File: src/rtl/exec_pkg.sv
// exec_pkg: shared state encoding, ALU codes and parameter checks for the execute unit
package exec_pkg;
    typedef enum logic [1:0] {IDLE, MUL_RUN, DONE} execState_e;
    localparam int DEF_WIDTH = 32;
    localparam int DEF_REGW = 5;
    localparam int DEF_CTRLW = 4;
    localparam int ALU_ADD = 0;
    localparam int ALU_SUB = 1;
    localparam int ALU_AND = 2;
    localparam int ALU_OR = 3;
    localparam int ALU_XOR = 4;
    localparam int ALU_SLT = 5;
    localparam int ALU_SLTU = 6;
    localparam int ALU_SLL = 7;
    localparam int ALU_SRL = 8;
    localparam int ALU_SRA = 9;
    function automatic bit bpcLegal(input int width, input int bpc);
        return (bpc == 1 || bpc == 2 || bpc == 4) && (width % bpc == 0);
    endfunction
endpackage

File: src/rtl/alu.sv
// alu: single-cycle combinational integer ALU; unknown control codes yield zero
module alu
    import exec_pkg::*;
#(
    parameter int WIDTH = DEF_WIDTH,
    parameter int CTRLW = DEF_CTRLW
) (
    input  logic [WIDTH-1:0] a,
    input  logic [WIDTH-1:0] b,
    input  logic [CTRLW-1:0] ctrl,
    output logic [WIDTH-1:0] y
);
    localparam int SHW = $clog2(WIDTH);
    logic [SHW-1:0] shamt;
    logic [WIDTH-1:0] sra;
    logic lessS, lessU;
    assign shamt = b[SHW-1:0];
    assign sra = $signed(a) >>> shamt;
    assign lessS = $signed(a) < $signed(b);
    assign lessU = a < b;
    // Signed results are computed apart so the ternary chain stays unsigned-safe
    always_comb
        y = ctrl == CTRLW'(ALU_ADD)  ? a + b :
            ctrl == CTRLW'(ALU_SUB)  ? a - b :
            ctrl == CTRLW'(ALU_AND)  ? a & b :
            ctrl == CTRLW'(ALU_OR)   ? a | b :
            ctrl == CTRLW'(ALU_XOR)  ? a ^ b :
            ctrl == CTRLW'(ALU_SLT)  ? WIDTH'(lessS) :
            ctrl == CTRLW'(ALU_SLTU) ? WIDTH'(lessU) :
            ctrl == CTRLW'(ALU_SLL)  ? a << shamt :
            ctrl == CTRLW'(ALU_SRL)  ? a >> shamt :
            ctrl == CTRLW'(ALU_SRA)  ? sra : '0;
endmodule

File: src/rtl/mul_iter_step.sv
// mul_iter_step: adds BPC shifted partial products of the multiplicand into the accumulator
module mul_iter_step #(
    parameter int WIDTH = 32,
    parameter int BPC = 1
) (
    input  logic [2*WIDTH-1:0] acc,
    input  logic [2*WIDTH-1:0] mcand,
    input  logic [BPC-1:0]     mplierBits,
    output logic [2*WIDTH-1:0] accNext
);
    // Multiplier bit i selects mcand shifted by i
    always_comb begin
        accNext = acc;
        for (int i = 0; i < BPC; i++)
            accNext = accNext + (mplierBits[i] ? mcand << i : '0);
    end
endmodule

File: src/rtl/multicycle_exec_unit.sv
// multicycle_exec_unit: handshaked execute stage with 1-cycle ALU and iterative shift-add multiplier
module multicycle_exec_unit
    import exec_pkg::*;
#(
    parameter int WIDTH = DEF_WIDTH,
    parameter int REGW = DEF_REGW,
    parameter int CTRLW = DEF_CTRLW,
    parameter int MUL_BPC = 1
) (
    input  logic             clk,
    input  logic             reset,
    input  logic             flush,
    input  logic             in_valid,
    output logic             in_ready,
    input  logic [WIDTH-1:0] in_a,
    input  logic [WIDTH-1:0] in_b,
    input  logic [CTRLW-1:0] in_ctrl,
    input  logic             in_mul,
    input  logic             in_signed,
    input  logic [REGW-1:0]  in_rd,
    output logic             out_valid,
    input  logic             out_ready,
    output logic [WIDTH-1:0] out_lo,
    output logic [WIDTH-1:0] out_hi,
    output logic [REGW-1:0]  out_rd
);
    localparam int K = WIDTH / MUL_BPC;
    localparam int CW = $clog2(K + 1);
    if (!bpcLegal(WIDTH, MUL_BPC)) begin : gBadBpc
        $error("MUL_BPC must be 1, 2 or 4 and divide WIDTH");
    end
    execState_e state, stateNext;
    logic [2*WIDTH-1:0] mcand, acc, accNext, product;
    logic [WIDTH-1:0] mplier, magA, magB, aluY, outLo, outHi;
    logic [REGW-1:0] outRd;
    logic [CW-1:0] cnt;
    logic sign, accept, lastStep;
    assign in_ready = state == IDLE;
    assign out_valid = state == DONE;
    assign out_lo = outLo;
    assign out_hi = outHi;
    assign out_rd = outRd;
    assign accept = in_ready && in_valid;
    assign lastStep = state == MUL_RUN && cnt == CW'(K - 1);
    assign magA = (in_signed && in_a[WIDTH-1]) ? -in_a : in_a;
    assign magB = (in_signed && in_b[WIDTH-1]) ? -in_b : in_b;
    assign product = sign ? -accNext : accNext;
    alu #(.WIDTH(WIDTH), .CTRLW(CTRLW)) uAlu (.a(in_a), .b(in_b), .ctrl(in_ctrl), .y(aluY));
    mul_iter_step #(.WIDTH(WIDTH), .BPC(MUL_BPC)) uStep (
        .acc(acc), .mcand(mcand), .mplierBits(mplier[MUL_BPC-1:0]), .accNext(accNext)
    );
    // State register
    always_ff @(posedge clk)
        state <= reset ? IDLE : stateNext;
    // Next state; flush returns to IDLE from anywhere and blocks a same-cycle accept
    always_comb begin
        stateNext = state;
        stateNext = flush             ? IDLE :
                    state == IDLE     ? (in_valid ? (in_mul ? MUL_RUN : DONE) : IDLE) :
                    state == MUL_RUN  ? (lastStep ? DONE : MUL_RUN) :
                    out_ready         ? IDLE : DONE;
    end
    // Operand latch at accept, one multiply step per MUL_RUN cycle, result load on the last step
    always_ff @(posedge clk) begin
        if (reset) begin
            mcand <= '0;
            mplier <= '0;
            acc <= '0;
            cnt <= '0;
            sign <= 1'b0;
            outLo <= '0;
            outHi <= '0;
            outRd <= '0;
        end else if (!flush) begin
            if (accept) begin
                outRd <= in_rd;
                if (in_mul) begin
                    mcand <= {{WIDTH{1'b0}}, magA};
                    mplier <= magB;
                    acc <= '0;
                    cnt <= '0;
                    sign <= in_signed & (in_a[WIDTH-1] ^ in_b[WIDTH-1]);
                end else begin
                    outLo <= aluY;
                    outHi <= '0;
                end
            end else if (state == MUL_RUN) begin
                acc <= accNext;
                mcand <= mcand << MUL_BPC;
                mplier <= mplier >> MUL_BPC;
                cnt <= cnt + 1'b1;
                if (lastStep)
                    {outHi, outLo} <= product;
            end
        end
    end
endmodule

File: config.mk
export PLATFORM = sky130hd
export DESIGN_NAME = multicycle_exec_unit
export DESIGN_NICKNAME = d
export VERILOG_FILES = /design/src/rtl/exec_pkg.sv /design/src/rtl/alu.sv /design/src/rtl/mul_iter_step.sv /design/src/rtl/multicycle_exec_unit.sv
export SDC_FILE = /design/constraint.sdc
export NUM_CORES = 1
export LEC_CHECK = 0
export BUFFER_PORTS_ARGS = -buffer_cell sky130_fd_sc_hd__clkbuf_2
export CAP_MARGIN = 10
export CORE_MARGIN = 10
export CORE_UTILIZATION = 55
export DETAILED_ROUTE_END_ITERATION = 10
export GPL_TIMING_DRIVEN = 0
export PLACE_DENSITY = 0.74
export SLEW_MARGIN = 10
export SYNTH_ARGS = -nofsm -noshare
export SYNTH_HDL_FRONTEND = slang
export SYNTH_SLANG_ARGS = --single-unit
File: constraint.sdc
create_clock -name clk -period 11.83 [get_ports clk]
set_input_delay 0 -clock clk [delete_from_list [all_inputs] [get_ports clk]]
set_output_delay 0 -clock clk [all_outputs]
set_load 0.02 [all_outputs]
=== After elaboration in Yosys (flattened, before gate mapping) ===
Index checks and enable logic that the tools add are counted.

* Flip-flop bits (word level): 238
* Latch bits: 0
* Memory bits (writable): 0
* Bits in read-only memories: 0
* Word-level logic and storage cells: 94
* Memories: 0

* Add/sub/neg operators: 7
* Multipliers: 0
* Divide/modulo/power cells: 0
* Order comparisons: 2
* Equal/unequal tests: 14
* Shifts and indexed selects: 3
* Muxes and demuxes: 40
* Bitwise gates (word level): 6
* Reduce and logical (&&, ||, !) cells: 13

{| class="wikitable"
|+ Operator list
! cell !! number
|-
| $mux W32 || 23
|-
| $mux W64 || 8
|-
| $add A64 B64 Y64 || 1
|-
| $lt A32 B32 Y1 || 2
|-
| $neg A32 Y32 || 2
|-
| $neg A64 Y64 || 1
|-
| $add A32 B32 Y32 || 1
|-
| $and A32 B32 Y32 || 1
|-
| $or A32 B32 Y32 || 1
|-
| $shl A32 B5 Y32 || 1
|-
| $shr A32 B5 Y32 || 1
|-
| $sshr A32 B5 Y32 || 1
|-
| $sub A32 B32 Y32 || 1
|-
| $xor A32 B32 Y32 || 1
|-
| $mux W6 || 3
|-
| $eq A4 B3 Y1 const B || 4
|-
| $mux W2 || 6
|-
| $eq A4 B2 Y1 const B || 2
|-
| $eq A4 B4 Y1 const B || 2
|-
| $add A6 B1 Y6 const B || 1
|-
| $eq A6 B5 Y1 const B || 1
|-
| $reduce_and A3 Y1 || 2
|-
| $eq A4 B1 Y1 const B || 1
|-
| $logic_and A1 B1 Y1 || 4
|-
| 12 further kinds || 14
|}

=== Depth between registers and ports, before layout ===
* Word-level depth: 13
* Mapped depth: 19

=== Modules after synthesis ===
Synthesis repeated with hierarchy kept, for this count alone.

* Cells, all modules: 3534
* Area total of the unflattened synthesis: 25504.5 µm²

{| class="wikitable"
|+ By module, submodules not included
! module !! instances !! cells an instance !! area an instance (µm²)
|-
| multicycle_exec_unit || 1 || 1551 || 12029.0
|-
| alu || 1 || 1354 || 9252.6
|-
| mul_iter_step || 1 || 629 || 4222.8
|}

=== Worst setup path before layout ===
OpenSTA, ideal clock, no wires.

* Kind: register -> register
* From: register mplier[0]
* To: register outHi[31] (netlist: out_hi[31])
* Setup time: 0.074 ns
* Arrival: 4.835 ns
* Slack: 6.920 ns
* Cell stages (with the launch flop): 19
* Buffers on the path: 4
* Cells stage by stage: dfxtp_1 > clkbuf_1 > clkbuf_1 > and2_1 > ha_1 > buf_2 > nand4_1 > or3_1 > a2111o_1 > and3b_1 > clkbuf_1 > a311o_1 > a2111oi_0 > nor2_1 > xnor2_1 > or4bb_1 > or3_1 > or4_1 > a31oi_1

* Cells in the longest elaborated chain, start to end: 7

{| class="wikitable"
|+ Ends and longest elaborated chain
! item !! line !! RTL
|-
| from (decl) || multicycle_exec_unit.sv:34 || <nowiki>logic [WIDTH-1:0] mplier, magA, magB, aluY, outLo, outHi;</nowiki>
|-
| from (signal assigned) || multicycle_exec_unit.sv:79 || <nowiki>mplier <= magB;</nowiki>
|-
| from (signal assigned) || multicycle_exec_unit.sv:90 || <nowiki>mplier <= mplier >> MUL_BPC;</nowiki>
|-
| $mux W64 * || mul_iter_step.sv:15 || <nowiki>accNext = accNext + (mplierBits[i] ? mcand << i : '0);</nowiki>
|-
| $add A64 B64 Y64 * || mul_iter_step.sv:15 ||
|-
| $neg A64 Y64 || multicycle_exec_unit.sv:47 || <nowiki>assign product = sign ? -accNext : accNext;</nowiki>
|-
| $mux W64 * || multicycle_exec_unit.sv:47 ||
|-
| $mux W32 * || multicycle_exec_unit.sv:92 || <nowiki>if (lastStep)</nowiki>
|-
| $mux W32 * || multicycle_exec_unit.sv:87 || <nowiki>end else if (state == MUL_RUN) begin</nowiki>
|-
| $mux W32 * || multicycle_exec_unit.sv:75 || <nowiki>if (accept) begin</nowiki>
|-
| to (signal assigned) || multicycle_exec_unit.sv:93 || <nowiki>{outHi, outLo} <= product;</nowiki>
|-
| to (decl) || multicycle_exec_unit.sv:34 ||
|}

Every way passes the cells marked *; elsewhere a longest branch is shown, timed or not. The select of a mux whose other input is x is not followed.
A chain may end at the register's enable or synchronous reset.

=== Final worst setup path ===
* From: register mplier[0]
* To: register outHi[28] (netlist: out_hi[28])

The elaborated chain is that of the path after synthesis.

==> run metrics <==
startpoint type of the worst setup path flop; commonest non-fill, non-tap cells in the layout nor2_1, a21oi_1, nand2_1; post-layout util 0.615; fmax around 140 MHz; share of the synthesized area in the top cell type 0.195; worst slew pin tran 1.50 ns; Mapped Area 24400 um2; Register-to-Register Setup Slack 4.84 ns; final WL 125000 um; DR WL/cell approximately 30 um; Clock Sinks ~240; Critical Path Fanout Max 10; post-CTS setup repair buffer count 0; pwr dens roughly 93 nW/um2; Worst VDD drop 125 uV; Distinct cells, synth 91; async set or reset register ratio after synthesis 0; CTS tree yes; leak pwr 10.8 nW; commonest non-fill, non-tap cell in the layout nor2_1; clk root buf clkbuf_16; core area 44000 um2; layout overhead on the synthesized area 11.2%; FILL cells a little over 4000; post-cts gate resize count 0; Setup-failing EPs final 0; Post-DRT Antenna Nets 0; area occupied by registers 4760 um2; count of final hold-check violations 0; DP HPWL 97800 um; DP Worst Slack 4.94 ns; RSZ-0062 raised after global routing no; Die Area around 53000 um2; post-route insts no fill 4256; violated checks capacitance limit, slew limit; largest net degree at the start of global routing 15; share of cells above drive strength 1 0.0781; EDFF count, synth 0; Sum Neg Setup Slack 0 ns; final total power 2.53 mW; Slew Limit Fails 2; Final nets 3886; vias in the first global route ~28000; sequential fraction of the synthesis area 0.195; Rel. slew slack -0.0120; WP data required roughly 12 ns; DR vias/cell ~7.0; Finished Cell Area about 27000 um2; Final Skew 0.0151 ns; CTS Buffer Depth 3; Period minus WS final 6.99 ns; crit path setup slack, layout 4.84 ns; initial antenna violation count 9; Synth area leader dfxtp_1; synth warn 0; placed inst area 25900 um2; CP Capture Type flop; multi-input combinational cell area approximately 18000 um2; max-cap viol count 1; kind of critical path flop to flop; Final Wtd Congestion 1.17; Die Y between 200 and 250 um; number of remaining DRC errors 0; H-tree Lvls 1; Hold Crit Class input pin to flop; outcome finished, violations left; Inst Count DP 4174; synth top area cells dfxtp_1, ha_1, nor2_1; Num CTS Buffers 28; Starting Density 0.554; Gate Count Post-Synth roughly 3400; hold-fix buffers at CTS 26; Overflow after GRT 0; width of the die 231 um; initial DRC count 4614; Seq cells post-synth 238; First-pass DRT Iterations 7; row count between 70 and 80; Net Count, Synth 3682; Tcrit/Tclk final 0.591; arrival time worst endpoint 7.45 ns; Avg Inst Size Synth about 7 um2; Clk Latency, worst-skew pair 0.57 ns; via count 29867; Reg clk slew, reported paths 0.07 ns; global-route wire length before repair 180000 um; IO buf count 145; GRT Overall Usage 0.444; Boundary Pins about 150; Main synth FF type dfxtp_1; Hold Slack 0.0273 ns
[path summary, 6_finish.rpt]
| check | from | end | cells past startpoint |
|---|---|---|---|
| worst max-delay path | mplier[0] | out_hi[28] | 18 |
| worst min-delay path | in_b[26] | mplier[26] | 5 |
| worst max register to register | mplier[0] | out_hi[28] | 18 |
| worst min register to register | out_rd[2] | out_rd[2] | 2 |
[Yosys cell counts (12+ instances only)]
master / instances
dfxtp_1: 238
inv_1: 123
o22ai_1: 20
a22o_1: 31
nor2_1: 476
o31ai_1: 30
nor4_1: 28
o221ai_1: 13
nand2_1: 288
ha_1: 164
o2111ai_1: 22
a31oi_1: 33
a22oi_1: 67
a311oi_1: 27
mux4_2: 40
a221oi_1: 23
nand4_1: 37
buf_1: 21
a21oi_1: 342
and2_1: 83
o21bai_1: 26
xor2_1: 43
nand2b_1: 19
a21o_1: 33
or4_1: 13
o21ai_0: 244
xnor2_1: 142
mux2i_1: 48
and3_1: 20
or3_1: 29
o211ai_1: 38
o41ai_1: 12
nand3_1: 97
clkbuf_1: 230
nor2b_1: 21
o21a_1: 24
nor3_1: 81
a211oi_1: 65
[cell families after synthesis]
group / share of synthesized area
muxes: 0.0590
buffers and inverters: 0.0598
and+or+nand+nor: 0.233
adders and majority gates: 0.0866
xor gates and xnor gates: 0.0671
AOI/OAI and AO/OA: 0.299
DFF: 0.195
[critical path: stages (launching register included)]
cell      delay, ns
dfxtp_1        0.33
clkbuf_1       0.50
clkbuf_1       0.47
nand2_1        0.27
inv_1          0.10
ha_1           0.24
a211oi_1       0.46
o21ai_1        0.29
a31oi_1        0.26
xnor2_1        0.27
a211o_1        0.41
or4_4          0.59
nor4_2         0.27
nand3_1        0.36
nor4_1         0.66
nand4_1        0.51
o41ai_1        0.50
xnor2_1        0.16
a22o_1         0.22
[sequential cells by signal, indices dropped and copies added, names as in the netlist]
| name | count |
|---|---|
| cnt | 6 |
| out_rd | 5 |
| sign | 1 |
| out_hi | 32 |
| state | 2 |
| mplier | 32 |
| acc | 64 |
| mcand | 64 |
| out_lo | 32 |
[routing by layer]
metal  track usage  wire length (um)  share of wire
met4         0.388             13400           0.11
met5             0                52        0.00042
met1         0.494             43100           0.34
met2         0.680             52400           0.42
met3         0.142             16300           0.13
[power by group]
group / internal, mW / switching (mW)
Clock: 0.517 / 0.381
Sequential: 0.820 / 0.0149
Combinational: 0.226 / 0.572
Total: 1.56 / 0.968
[cell type report]
type | count | area share
diodes | 3 | 0.000277
plain buffers | 259 | 0.0362
clock buffers | 39 | 0.0308
clock inverters | 13 | 0.00448
inverters | 127 | 0.0176
multi-input cells | 2811 | 0.670
flip-flops and latches | 238 | 0.176
well taps | 592 | 0.0273
repair buffers | 174 | 0.0371
(Power assumes the default switching activity.)
